File: config.mk
export PLATFORM = sky130hd
export DESIGN_NAME = mmul_loader
export DESIGN_NICKNAME = d
export VERILOG_FILES = /design/src/rtl/mmul_pkg.sv /design/src/rtl/mmul_loader.sv
export SDC_FILE = /design/constraint.sdc
export NUM_CORES = 1
export LEC_CHECK = 0
export CAP_MARGIN = 10
export CORE_MARGIN = 10
export CORE_UTILIZATION = 47
export CTS_CLUSTER_SIZE = 8
export DETAILED_ROUTE_END_ITERATION = 12
export GPL_TIMING_DRIVEN = 0
export MAX_ROUTING_LAYER = met4
export PLACE_DENSITY = 0.8
export REMOVE_ABC_BUFFERS = 1
export SLEW_MARGIN = 30
export SYNTH_ARGS = -nofsm -noshare
export SYNTH_HDL_FRONTEND = slang
export SYNTH_SLANG_ARGS = --single-unit
File: constraint.sdc
create_clock -name clk -period 9.9 [get_ports clk]
set_clock_uncertainty 0.2 [all_clocks]
set_input_delay 0.99 -clock clk [delete_from_list [all_inputs] [get_ports clk]]
set_output_delay 0.99 -clock clk [all_outputs]
set_load 0.02 [all_outputs]
File: src/rtl/mmul_pkg.sv
// rtl/mmul_pkg.sv - shared sizes and state encoding for the 3x3 matrix unit feeder
package mmul_pkg;

  localparam int MMUL_DIM   = 3;
  localparam int MMUL_W     = 8;
  localparam int MMUL_VEC_W = MMUL_DIM * MMUL_DIM * MMUL_W;

  localparam logic [1:0] ST_LOAD   = 2'd0;
  localparam logic [1:0] ST_RUN    = 2'd1;
  localparam logic [1:0] ST_RESULT = 2'd2;

  typedef enum logic [1:0] {
    S_LOAD   = ST_LOAD,
    S_RUN    = ST_RUN,
    S_RESULT = ST_RESULT
  } state_e;

endpackage

File: src/rtl/mmul_loader.sv
// rtl/mmul_loader.sv - packs A/B byte stream, drives mmul, returns its result with watchdog
module mmul_loader
  import mmul_pkg::*;
#(
  parameter int DIM     = MMUL_DIM,
  parameter int W       = MMUL_W,
  parameter int TIMEOUT = 255
) (
  input  logic                 clk,
  input  logic                 reset,
  input  logic [W-1:0]         s_data,
  input  logic                 s_valid,
  output logic                 s_ready,
  output logic [DIM*DIM*W-1:0] mat_a,
  output logic [DIM*DIM*W-1:0] mat_b,
  output logic                 enable,
  input  logic                 done,
  input  logic [DIM*DIM*W-1:0] mat_result,
  output logic [DIM*DIM*W-1:0] res_data,
  output logic                 res_valid,
  input  logic                 res_ready,
  output logic                 busy,
  output logic                 err
);

  localparam int N  = DIM * DIM;
  localparam int VW = N * W;
  localparam int CW = $clog2(2 * N);
  localparam int WW = $clog2(TIMEOUT + 1);

  localparam logic [CW-1:0] LAST_CNT  = CW'(2 * N - 1);
  localparam logic [CW-1:0] B_OFFSET  = CW'(N);
  localparam logic [WW-1:0] WDOG_LAST = WW'(TIMEOUT - 1);

  state_e          state_q, state_d;
  logic [CW-1:0]   cnt_q, cnt_d;
  logic [CW-1:0]   el_idx;
  logic [VW-1:0]   mat_a_q, mat_a_d;
  logic [VW-1:0]   mat_b_q, mat_b_d;
  logic [VW-1:0]   res_q, res_d;
  logic            en_q, en_d;
  logic            rv_q, rv_d;
  logic            err_q, err_d;
  logic [WW-1:0]   wdog_q, wdog_d;

  // Next-state logic: byte packing in LOAD, done/watchdog in RUN, handshake in RESULT
  always_comb begin
    state_d = state_q;
    cnt_d   = cnt_q;
    mat_a_d = mat_a_q;
    mat_b_d = mat_b_q;
    res_d   = res_q;
    en_d    = en_q;
    rv_d    = rv_q;
    err_d   = err_q;
    wdog_d  = wdog_q;
    el_idx  = (cnt_q < B_OFFSET) ? cnt_q : (cnt_q - B_OFFSET);

    case (state_q)
      S_LOAD: begin
        if (s_valid) begin
          if (cnt_q == '0) begin
            err_d = 1'b0;
          end
          if (cnt_q < B_OFFSET) begin
            mat_a_d[int'(el_idx)*W +: W] = s_data;
          end else begin
            mat_b_d[int'(el_idx)*W +: W] = s_data;
          end
          if (cnt_q == LAST_CNT) begin
            cnt_d   = '0;
            wdog_d  = '0;
            en_d    = 1'b1;
            state_d = S_RUN;
          end else begin
            cnt_d = cnt_q + 1'b1;
          end
        end
      end
      S_RUN: begin
        wdog_d = wdog_q + 1'b1;
        // done is checked first so a result arriving on the timeout cycle is kept
        if (done) begin
          res_d   = mat_result;
          en_d    = 1'b0;
          rv_d    = 1'b1;
          state_d = S_RESULT;
        end else if (wdog_q == WDOG_LAST) begin
          en_d    = 1'b0;
          err_d   = 1'b1;
          state_d = S_LOAD;
        end
      end
      S_RESULT: begin
        // Only re-arm once mmul has dropped done, so a stale done cannot end the next run
        if (res_ready && !done) begin
          rv_d    = 1'b0;
          state_d = S_LOAD;
        end
      end
      default: state_d = S_LOAD;
    endcase
  end

  // State and datapath registers; reset drops enable immediately
  always_ff @(posedge clk or posedge reset) begin
    if (reset) begin
      state_q <= S_LOAD;
      cnt_q   <= '0;
      mat_a_q <= '0;
      mat_b_q <= '0;
      res_q   <= '0;
      en_q    <= 1'b0;
      rv_q    <= 1'b0;
      err_q   <= 1'b0;
      wdog_q  <= '0;
    end else begin
      state_q <= state_d;
      cnt_q   <= cnt_d;
      mat_a_q <= mat_a_d;
      mat_b_q <= mat_b_d;
      res_q   <= res_d;
      en_q    <= en_d;
      rv_q    <= rv_d;
      err_q   <= err_d;
      wdog_q  <= wdog_d;
    end
  end

  assign s_ready   = (state_q == S_LOAD);
  assign busy      = (state_q != S_LOAD) || (cnt_q != '0);
  assign mat_a     = mat_a_q;
  assign mat_b     = mat_b_q;
  assign res_data  = res_q;
  assign enable    = en_q;
  assign res_valid = rv_q;
  assign err       = err_q;

endmodule

# == Word-level counts from Yosys, hierarchy flattened ==
# Index checks and enable logic that the tools add are counted.
# totals
regBits,234
elab_cells,73
output_inout_bits,221
input_bits,85
# op_classes
n_mux,26
shift,2
bitwise_logic,1
add_sub_neg,4
n_lt_le_gt_ge,1
reduce_logical,18
eq_ne,12
# ops
cell,n
$bwmux 72,2
$shift 8x33->72 const A,1
$shiftx 8x33->72,1
$neg 8->33,1
$mux 8,2
$pmux 8 s2,1
$reduce_and 3->1,4
$mux 1,10
$mux 2,5
$mux 5,2
$ne 2x2->1 const B,5
$add 8x1->8 const B,1
$eq 8x8->1 const B,1
$reduce_and 4->1,2
$pmux 1 s2,3
$pmux 2 s3,1
$reduce_bool 2->1,3
$add 5x1->5 const B,1
$eq 5x5->1 const B,1
$logic_not 5->1,1
$lt 5x4->1 const B,1
$reduce_and 5->1,1
$reduce_bool 5->1,1
$sub 5x4->5 const B,1
other kinds (10),12

# == Logic depth before layout (Yosys ltp) ==
# Gate-level depths: netlist of run 1.
# depth
depth_word,5
mapped_depth,15
ltp_nobuf,13

# == Worst setup path after synthesis of run 1 ==
# OpenSTA, ideal clock, no wires.
# synth_timing
path_kind,register -> register
startpoint,reg cnt_q[0]
endpoint,reg mat_a_q[0] (netlist: mat_a[0])
path_stages_with_launch,15
arrival_ps,3535
setup_ps,125
slack_ps,6040
synth_period_minus_slack_ps,3860
path_buffers,2
t_required_ps,9575
path_cell_list,dfrtp_1 buf_4 inv_1 ha_1 nor3_1 o21ai_0 a21boi_0 nor2_1 ha_1 inv_1 nand3_1 a2111oi_0 or4b_1 buf_4 mux2_4
# synth_between
elab_chain_len,5
elab_cells_between_ends,8
classes_between,2 x add/sub; 1 x order compare; 2 x shift; 2 x mux; 1 x reduce/logical
# synth_rtl
element,line,source
"start, declared",mmul_loader.sv:36,"logic [CW-1:0] cnt_q, cnt_d;"
"start signal, assigned",mmul_loader.sv:119,cnt_q <= cnt_d;
$sub 5x4->5 / $lt 5x4->1 (equally long branches),"mmul_loader.sv:57, mmul_loader.sv:65",
$mux 5,mmul_loader.sv:57,el_idx = (cnt_q < B_OFFSET) ? cnt_q : (cnt_q - B_OFFSET);
$neg 8->33,mmul_loader.sv:66,mat_a_d[int'(el_idx)*W +: W] = s_data;
$shiftx 8x33->72 / $shift 8x33->72 (equally long branches),mmul_loader.sv:66,
$bwmux 72,mmul_loader.sv:66,
"end signal, assigned",mmul_loader.sv:120,mat_a_q <= mat_a_d;
"end, declared",mmul_loader.sv:38,"logic [VW-1:0] mat_a_q, mat_a_d;"
# Several ways; a longest one is shown, not always the timed one.
# A chain may end at the register's enable or synchronous reset.

# == Worst setup path in the final report of run 1 ==
# layout_timing
startpoint,reg cnt_q[0]
endpoint,reg mat_a_q[1] (netlist: mat_a[1])
# The elaborated chain is that of the path after synthesis.

==> reports/metrics.csv, run 1 <==
stage,metric,value,unit
outcome,status,"finished, final reports clean",
layout,n_antenna_cell,0,
placement,dpl.hpwl,21.2,mm
drt,wl_per_cell,22.4,um
global_routing,grt_usage,20.9,%
clock_network,tritoncts,built,
run,drv_cap,0,
clock_network,numCtsBuffers,35,
drt,drcViolationCount,0,
drt,final_antenna_net_count,0,
critical_path,startpoint_type,flip-flop,
power,p_total,3720,uW
floorplan,row_count,53,
timing,hold_violations,0,
yosys,synthArstFlopShare,100,%
yosys,synth_edf_count,0,
yosys,postSynthAreaPerCell,14.6,sq um
critical_path,cp_num_buf_inv,2,
yosys,netlist_area,0.00998,sq mm
timing,min_period,4890,ps
timing,setup_viol,0,
drt,first_pass_iters,4,
timing,finalCritPeriodShare,49.4,%
clock_network,clk_latency,490,ps
layout,final_cells,1283,
power,ir_drop,0.213,mV
layout,drive_gt1_share,29.4,%
min_path,hold_path.class,flip-flop to flip-flop,
clock_network,cts.sinks,234,
critical_path,worstSetupEndpointType,flip-flop,
clock_network,htreeDepth,2,
yosys,synthCells,682,
critical_path,path_cells,"inv_1, ha_1, nor3_1, o21ai_0, a21boi_0, nor2_1, ha_1, inv_1, nand3_1, a2111oi_0, or4b_1, mux2_4",
yosys,yosysWarnings,0,
critical_path,crit_slowest_cell,or4b_1,
placement,dp_slack,5140,ps
critical_path,arrival,5070,ps
floorplan,fp.dieH,166,um
floorplan,initial_core_util,47.6,%
timing,maxClockFrequency,204,MHz
yosys,ys_seq_area_share,58.7,%
critical_path,path_delay_family,compound AO/OA/AOI/OAI gates,
clock_network,root_buffer,clkbuf_16,
layout,areaGrowthSynthToFinish,43.2,%
clock_network,cts_setup_buffers,0,
placement,dp_cells,1244,
power,powerDensity,260,mW/mm^2
global_routing,antenna_found_initial,0,
floorplan,die_w,166,um
floorplan,floorplan.core_area,0.0210,sq mm
yosys,ys_ff_latch,234,
clock_network,cts_hold_buf,0,
drt,drtIter0Drc,307,
clock_network,cts.clk_slew.worst_paths,50,ps
clock_network,cts.repair.resized,0,
clock_network,clock_path_buffers,3,
yosys,synth_flop_cell,dfrtp_1,
global_routing,grt_overflow,0,
critical_path,crit_fanout,15,
yosys,yosysUniqueCellTypes,58,
placement,portBuffers,305,
floorplan,die-area,0.0275,sq mm
timing,layout_setup_ws,5010,ps
global_routing,grt_pass1_wl,44.8,mm
global_routing,grt_max_degree,94,
power,p_leak,0.00644,uW
layout,finalNetCount,1099,
placement,gp_congestion,0.926,
drt,detail_route.wirelength,28.7,mm
critical_path,max_stage_delay,760,ps
drt,vias,6832,
drt,via_per_inst,5.33,
layout,num-fill-cells,1556,
timing,slew_headroom,37.5,%
timing,report.final.slew_viol_count,0,
critical_path,cp_data_required_time,10080,ps
critical_path,crit_type,flip-flop to flip-flop,
timing,tightest_slew,938,ps
floorplan,ios,306,
global_routing,first_global_vias,7400,
timing,grt_setup_unrepaired,false,
## placed cells by master, fill, tap and decap left out, types with 3 or more instances in the layout
cell             instances
dfrtp_1                234
nor3_1                   9
nand2_1                 15
nand4b_1                 3
a21oi_1                 15
inv_1                    7
clkdlybuf4s50_1        305
nand2b_1                 5
mux2_4                   8
and2_1                  17
nand3_1                  9
clkbuf_16               36
and3_1                   5
nand3_2                  3
o21a_1                   3
a211oi_2                14
mux2_2                 209
ha_1                     8
o21ai_0                 10
nor3b_1                 17
xnor2_1                  5
nor2_1                  20
## cell type report
class | instances | area (sq um) | share of cell area (%)
clock inverter | 3 | 33.8 | 0.236
inverter | 8 | 37.5 | 0.263
timing repair buffer | 309 | 3140 | 22.0
multi-input combinational | 418 | 3980 | 27.8
clock buffer | 36 | 901 | 6.30
tap | 275 | 344 | 2.41
sequential | 234 | 5860 | 41.0
## final timing paths
kind                                 from            to  slack, ps  cells past startpoint
worst min register to register  mat_a[39]     mat_a[39]        300                      1
worst max-delay path             cnt_q[0]      mat_a[1]       5010                     12
max in group asynchronous           reset  res_data[17]       8010                      3
worst min-delay path            mat_a[39]     mat_a[39]        300                      1
worst max register to register   cnt_q[0]      mat_a[1]       5010                     12
min in group asynchronous           reset     mat_b[68]        710                      2
## power by group
group	total (uW)	switching [uW]	internal, uW	leakage (uW)
sequential	1270	129	1140	0.00318
combinational	1420	798	618	0.00280
clock	1030	389	639	0.000459
total	3720	1320	2400	0.00644
## cells by family after synthesis
group | Yosys count | synth area share (%)
flops | 234 | 58.7
mux | 218 | 24.9
simple gates | 123 | 7.52
compound gates | 64 | 5.90
buf+inv | 30 | 1.58
fa+ha+maj | 8 | 1.00
xor+xnor | 5 | 0.439
## Yosys cell counts, drive strengths merged (4+ instances only)
cell type	instances	area share (%)
dfrtp	234	59
mux2	217	25
nor2	20	0.75
nor3b	18	1.4
and2	17	1.1
a211oi	16	1.9
a21oi	16	0.80
nand2	16	0.60
nand3	12	0.75
buf	11	0.76
clkbuf	11	0.51
o21ai	10	0.50
nor3	9	0.45
ha	8	1.0
inv	8	0.30
and3	5	0.31
nand2b	5	0.31
xnor2	5	0.44
a2111oi	4	0.73
## through the flow
step | hold WS [ps] | utilization, % | area [sq um] | TNS [ps]
floorplan | 287 | - | 9850 | 0
global placement | 286 | 63.2 | 13300 | -163820
detailed placement | 293 | 63.7 | 13400 | 0
CTS | 304 | 68.2 | 14300 | 0
global route | 314 | 68.2 | 14300 | 0
finish | 300 | 68.2 | 14300 | 0
## sequential cells by signal, indices dropped and copies added (netlist names)
register / flops
cnt_q: 5
state_q: 2
wdog_q: 8
mat_a: 72
res_valid: 1
mat_b: 72
res_data: 72
err: 1
enable: 1
## per-layer routing
metal	track usage [%]	share of wire (%)	vias to the layer above
met5	-	0	-
met4	5.28	1.9	0
met3	6.77	7.3	41
met2	35.3	51	201
met1	23.6	40	3491
li1	-	-	3099
Note: power is estimated with default switching activity, not from simulation.
==> run 2: changes to the inputs <==
- CORE_UTILIZATION: 47 -> 43
- PLACE_DENSITY: 0.8 -> 0.77
- clock period: 9.9 -> 4 ns (I/O delays scaled with it)
==> run 2 against run 1 <==
First-iteration DRC count up 25%. Sequential share of layout area down 0.77 points. Combinational power rose to 2.7 times the previous value. Critical endpoint is now mat_a[2].
==> reports/metrics.csv, run 2 (synthesized netlist as in run 1, its figures left out) <==
stage,metric,value,unit
layout,final_common_cell,clkdlybuf4s50_1,
floorplan,floorplan.core_area,0.0227,sq mm
placement,portBuffers,305,
global_routing,first_global_vias,7158,
power,p_total,9500,uW
clock_network,htreeDepth,2,
critical_path,worstSetupEndpointType,flip-flop,
timing,slew_headroom,29.9,%
floorplan,initial_core_util,44.0,%
layout,stdcell_area,0.0146,sq mm
run,drv_cap,0,
timing,maxClockFrequency,255,MHz
global_routing,met1_usage,23.0,%
clock_network,cts.sinks,234,
critical_path,crit_fanout,12,
power,p_leak,0.00649,uW
global_routing,grt_pass1_wl,42.9,mm
drt,drtIter0Drc,383,
timing,setup_viol,0,
min_path,hold_path.class,primary input to async pin,
global_routing,met2_usage,31.0,%
clock_network,root_buffer,clkbuf_16,
timing,report.final.slew_viol_count,0,
floorplan,row_count,55,
timing,tns,0,ps
critical_path,cp_data_required_time,4180,ps
layout,drive_gt1_share,31.5,%
floorplan,fp.dieH,172,um
global_routing,grt_usage,19.2,%
global_routing,grt_max_degree,88,
power,ir_drop,0.493,mV
critical_path,arrival,4110,ps
timing,hold_violations,0,
timing,min_period,3920,ps
drt,first_pass_iters,7,
clock_network,cts_hold_buf,0,
placement,dpl.hpwl,20.9,mm
global_routing,busiest_layer,met2,
timing,grt_setup_unrepaired,true,
drt,vias,6801,
power,powerDensity,651,mW/mm^2
timing,finalCritPeriodShare,98.1,%
global_routing,met3_usage,6.13,%
placement,place_area,0.0134,sq mm
floorplan,die-area,0.0297,sq mm
layout,mostFrequentLayoutCells,"clkdlybuf4s50_1 (305), dfrtp_1 (231), mux2_2 (209)",
floorplan,die_w,172,um
drt,final_antenna_net_count,0,
layout,finalNetCount,1107,
layout,num-fill-cells,1707,
critical_path,startpoint_type,flip-flop,
clock_network,cts.clk_slew.worst_paths,50,ps
drt,detail_route.wirelength,29.0,mm
global_routing,grt_overflow,0,
placement,gp_congestion,0.899,
clock_network,clock_path_buffers,3,
critical_path,crit_type,flip-flop to flip-flop,
drt,wl_per_cell,22.3,um
floorplan,ios,306,
drt,via_per_inst,5.22,
drt,drcViolationCount,0,
timing,timing.hold.ws,144,ps
clock_network,tritoncts,built,
clock_network,numCtsBuffers,35,
layout,areaGrowthSynthToFinish,46.1,%
outcome,status,"finished, final reports clean",
timing,tightest_slew,1050,ps
clock_network,clk_latency,490,ps
global_routing,antenna_found_initial,1,
==> run 2: cell count changes in the layout (fill, tap and decap cells not counted), moves of 2 or more <==
cell / delta
inv_1: -2
a2111oi_0: -2
dfrtp_2: +2
dfrtp_1: -3
inv_2: +2
a211oi_2: -12
o21ai_0: -2
buf_4: +6
a211oi_4: +14
a211oi_1: -2
==> run 2: layout make-up <==
type / count / area (sq um) / share of cell area [%]
Clock inverter: 3 / 32.5 / 0.223
Tap cell: 285 / 357 / 2.45
Timing Repair Buffer: 317 / 3230 / 22.2
Sequential cell: 234 / 5860 / 40.2
Inverter: 8 / 37.5 / 0.257
Multi-Input combinational cell: 418 / 4150 / 28.5
Clock buffer: 37 / 905 / 6.20
Antenna cell: 1 / 2.50 / 0.0172
==> run 2: worst max-delay path: stages (launching register included) <==
cell,delay (ps)
dfrtp_4,530
or3_4,430
a21o_2,260
o21ai_0,170
ha_2,240
inv_2,90
nor2_1,120
ha_1,260
inv_2,110
nand3_2,130
a2111oi_4,320
or4b_4,620
mux2_4,340
==> run 2: what timing repair did <==
item / in CTS / in global routing
pin swaps: 1 / 9
gates resized for setup: 17 / 19
setup buffers: 1 / 7
setup endpoints to repair: 144 / 144
hold endpoints to repair: 0 / 0
==> run 2: per-layer routing <==
metal | up-vias | share of wire, %
met5 | - | 0
met4 | 0 | 1.4
met3 | 31 | 7.9
met2 | 213 | 51
met1 | 3433 | 40
li1 | 3124 | -
==> run 2: final timing paths <==
kind                        startpoint           to  slack, ps  cells after the start
setup / recovery              cnt_q[2]     mat_a[2]         80                     12
hold / removal                   reset     mat_b[0]        140                      2
setup reg to reg              cnt_q[2]     mat_a[2]         80                     12
hold reg to reg            res_data[7]  res_data[7]        300                      1
max in group asynchronous        reset     cnt_q[2]       2640                      3
min in group clk           res_data[7]  res_data[7]        300                      1
==> run 2: metrics by stage <==
stage / util, % / instances / setup slack (ps)
final: 64.2 / 1303 / 76.3
after global routing: 64.2 / 1303 / -67.8
after CTS: 63.4 / 1295 / -22.4
after detailed placement: 58.9 / 1254 / -729
after global placement: 58.4 / 1250 / -6140
after floorplan: - / 660 / -3020
==> run 2: where the power goes <==
part / internal, uW / switching, uW
logic: 1620 / 2170
registers: 2840 / 318
clock network: 1590 / 966
==> run 3: changes to the inputs <==
--- a/config.mk
+++ b/config.mk
@@ -12,2 +12,3 @@
 export DETAILED_ROUTE_END_ITERATION = 12
+export GPL_ROUTABILITY_DRIVEN = 0
 export GPL_TIMING_DRIVEN = 0
--- a/constraint.sdc
+++ b/constraint.sdc
@@ -4,2 +4,2 @@
 set_output_delay 0.4 -clock clk [all_outputs]
-set_load 0.02 [all_outputs]
+set_load 0.05 [all_outputs]
==> run 3 against run 2 <==
Sequential share of layout area did not move. Clock-buffer cell count stayed put. Register-to-register slack about the same. Critical path type unchanged. Critical endpoint unchanged. Largest cell class unchanged.
==> reports/metrics.csv, run 3 (synthesized netlist as in run 1, its figures left out) <==
stage,metric,value,unit
outcome,status,"finished, final reports clean",
timing,tightest_slew,1050,ps
power,p_leak,0.00649,uW
floorplan,ios,306,
drt,final_antenna_net_count,0,
critical_path,startpoint_type,flip-flop,
floorplan,die_w,172,um
timing,hold_violations,0,
drt,drtIter0Drc,394,
critical_path,worstSetupEndpointType,flip-flop,
placement,dp_cells,1254,
global_routing,grt_overflow,0,
layout,drive_gt1_share,31.5,%
clock_network,root_buffer,clkbuf_16,
global_routing,grt_usage,19.2,%
timing,grt_setup_unrepaired,true,
clock_network,clock_path_buffers,3,
power,ir_drop,0.513,mV
drt,via_per_inst,5.21,
placement,dpl.hpwl,20.9,mm
clock_network,cts.sinks,234,
layout,final_common_cell,clkdlybuf4s50_1,
clock_network,cts.clk_slew.worst_paths,50,ps
clock_network,htreeDepth,2,
timing,slew_headroom,29.9,%
global_routing,grt_pass1_wl,42.9,mm
floorplan,row_count,55,
min_path,hold_path.class,primary input to async pin,
timing,setup_viol,0,
drt,vias,6793,
layout,mostFrequentLayoutCells,"clkdlybuf4s50_1 (305), dfrtp_1 (231), mux2_2 (209)",
global_routing,first_global_vias,7158,
drt,detail_route.wirelength,29.0,mm
timing,finalCritPeriodShare,98.3,%
timing,report.final.slew_viol_count,0,
global_routing,antenna_found_initial,1,
run,drv_cap,0,
layout,finalNetCount,1107,
floorplan,die-area,0.0297,sq mm
clock_network,numCtsBuffers,35,
timing,maxClockFrequency,254,MHz
timing,min_period,3930,ps
global_routing,grt_max_degree,88,
critical_path,crit_fanout,12,
clock_network,tritoncts,built,
drt,first_pass_iters,4,
drt,drcViolationCount,0,
clock_network,cts_hold_buf,0,
layout,areaGrowthSynthToFinish,46.1,%
drt,wl_per_cell,22.3,um
floorplan,floorplan.core_area,0.0227,sq mm
critical_path,arrival,4120,ps
critical_path,crit_type,flip-flop to flip-flop,
floorplan,fp.dieH,172,um
critical_path,cp_data_required_time,4180,ps
clock_network,clk_latency,490,ps
placement,portBuffers,305,
floorplan,initial_core_util,44.0,%
timing,timing.hold.ws,140,ps
layout,final_cells,1303,
power,powerDensity,721,mW/mm^2
==> run 3: cell counts in the layout (fill, tap and decap cells not counted) <==
No cell type changed its count.
==> run 3: path summary, 6_finish.rpt <==
check                                 start           end  slack [ps]  cells after the start
worst max-delay path               cnt_q[2]      mat_a[2]          70                     12
worst min-delay path                  reset      mat_b[0]         140                      2
worst max register to register     cnt_q[2]      mat_a[2]          70                     12
worst min register to register  res_data[7]   res_data[7]         300                      1
max in group asynchronous             reset  res_data[18]        2650                      3
min in group clk                res_data[7]   res_data[7]         300                      1
==> run 3: layer usage <==
metal	track usage (%)	part of all wire [%]	wire length (um)
met2	31.0	51	14800
met3	6.13	7.6	2200
met5	-	0	0
met1	23.0	40	11600
met4	4.69	1.5	431
==> run 3: timing repair <==
item                                    in CTS  in global routing
cloned                                       0                  0
buffers inserted                             1                  7
endpoints found under the setup margin     144                144
pin swaps                                    1                  9
resized for setup                           17                 19
==> run 3: metrics by stage <==
step | power [uW] | TNS, ps | setup WS [ps] | utilization (%) | instance area, sq um
6_report | 10500 | 0 | 66.9 | 64.2 | 14600
5_1_grt | 11000 | -1440 | -66.8 | 64.2 | 14600
4_1_cts | 10500 | -113 | -22.4 | 63.4 | 14400
3_5_place_dp | 7730 | -80680 | -729 | 58.9 | 13400
3_3_place_gp | 7620 | -1496060 | -6140 | 58.4 | 13300
2_1_floorplan | 6140 | -706210 | -3020 | - | 9850
==> run 3: layout make-up <==
class	count	area, sq um
Multi-Input combinational cell	418	4150
Sequential cell	234	5860
Timing Repair Buffer	317	3230
Tap cell	285	357
Fill cell	1707	8130
Clock inverter	3	32.5
Inverter	8	37.5
Antenna cell	1	2.50
Clock buffer	37	905
==> run 3: worst max-delay path, stage by stage, from the launching register on <==
cell and delay (ps):
dfrtp_4 530, or3_4 430, a21o_2 260, o21ai_0 170, ha_2 250, inv_2 90
nor2_1 120, ha_1 260, inv_2 110, nand3_2 130, a2111oi_4 320, or4b_4 620
mux2_4 340
==> run 3: power by group <==
| part | total (uW) | switching [uW] | leakage [uW] | internal (uW) |
|---|---|---|---|---|
| logic | 4810 | 3200 | 0.00286 | 1610 |
| clock network | 2550 | 968 | 0.000456 | 1590 |
| registers | 3150 | 318 | 0.00317 | 2840 |
| total | 10500 | 4490 | 0.00649 | 6030 |
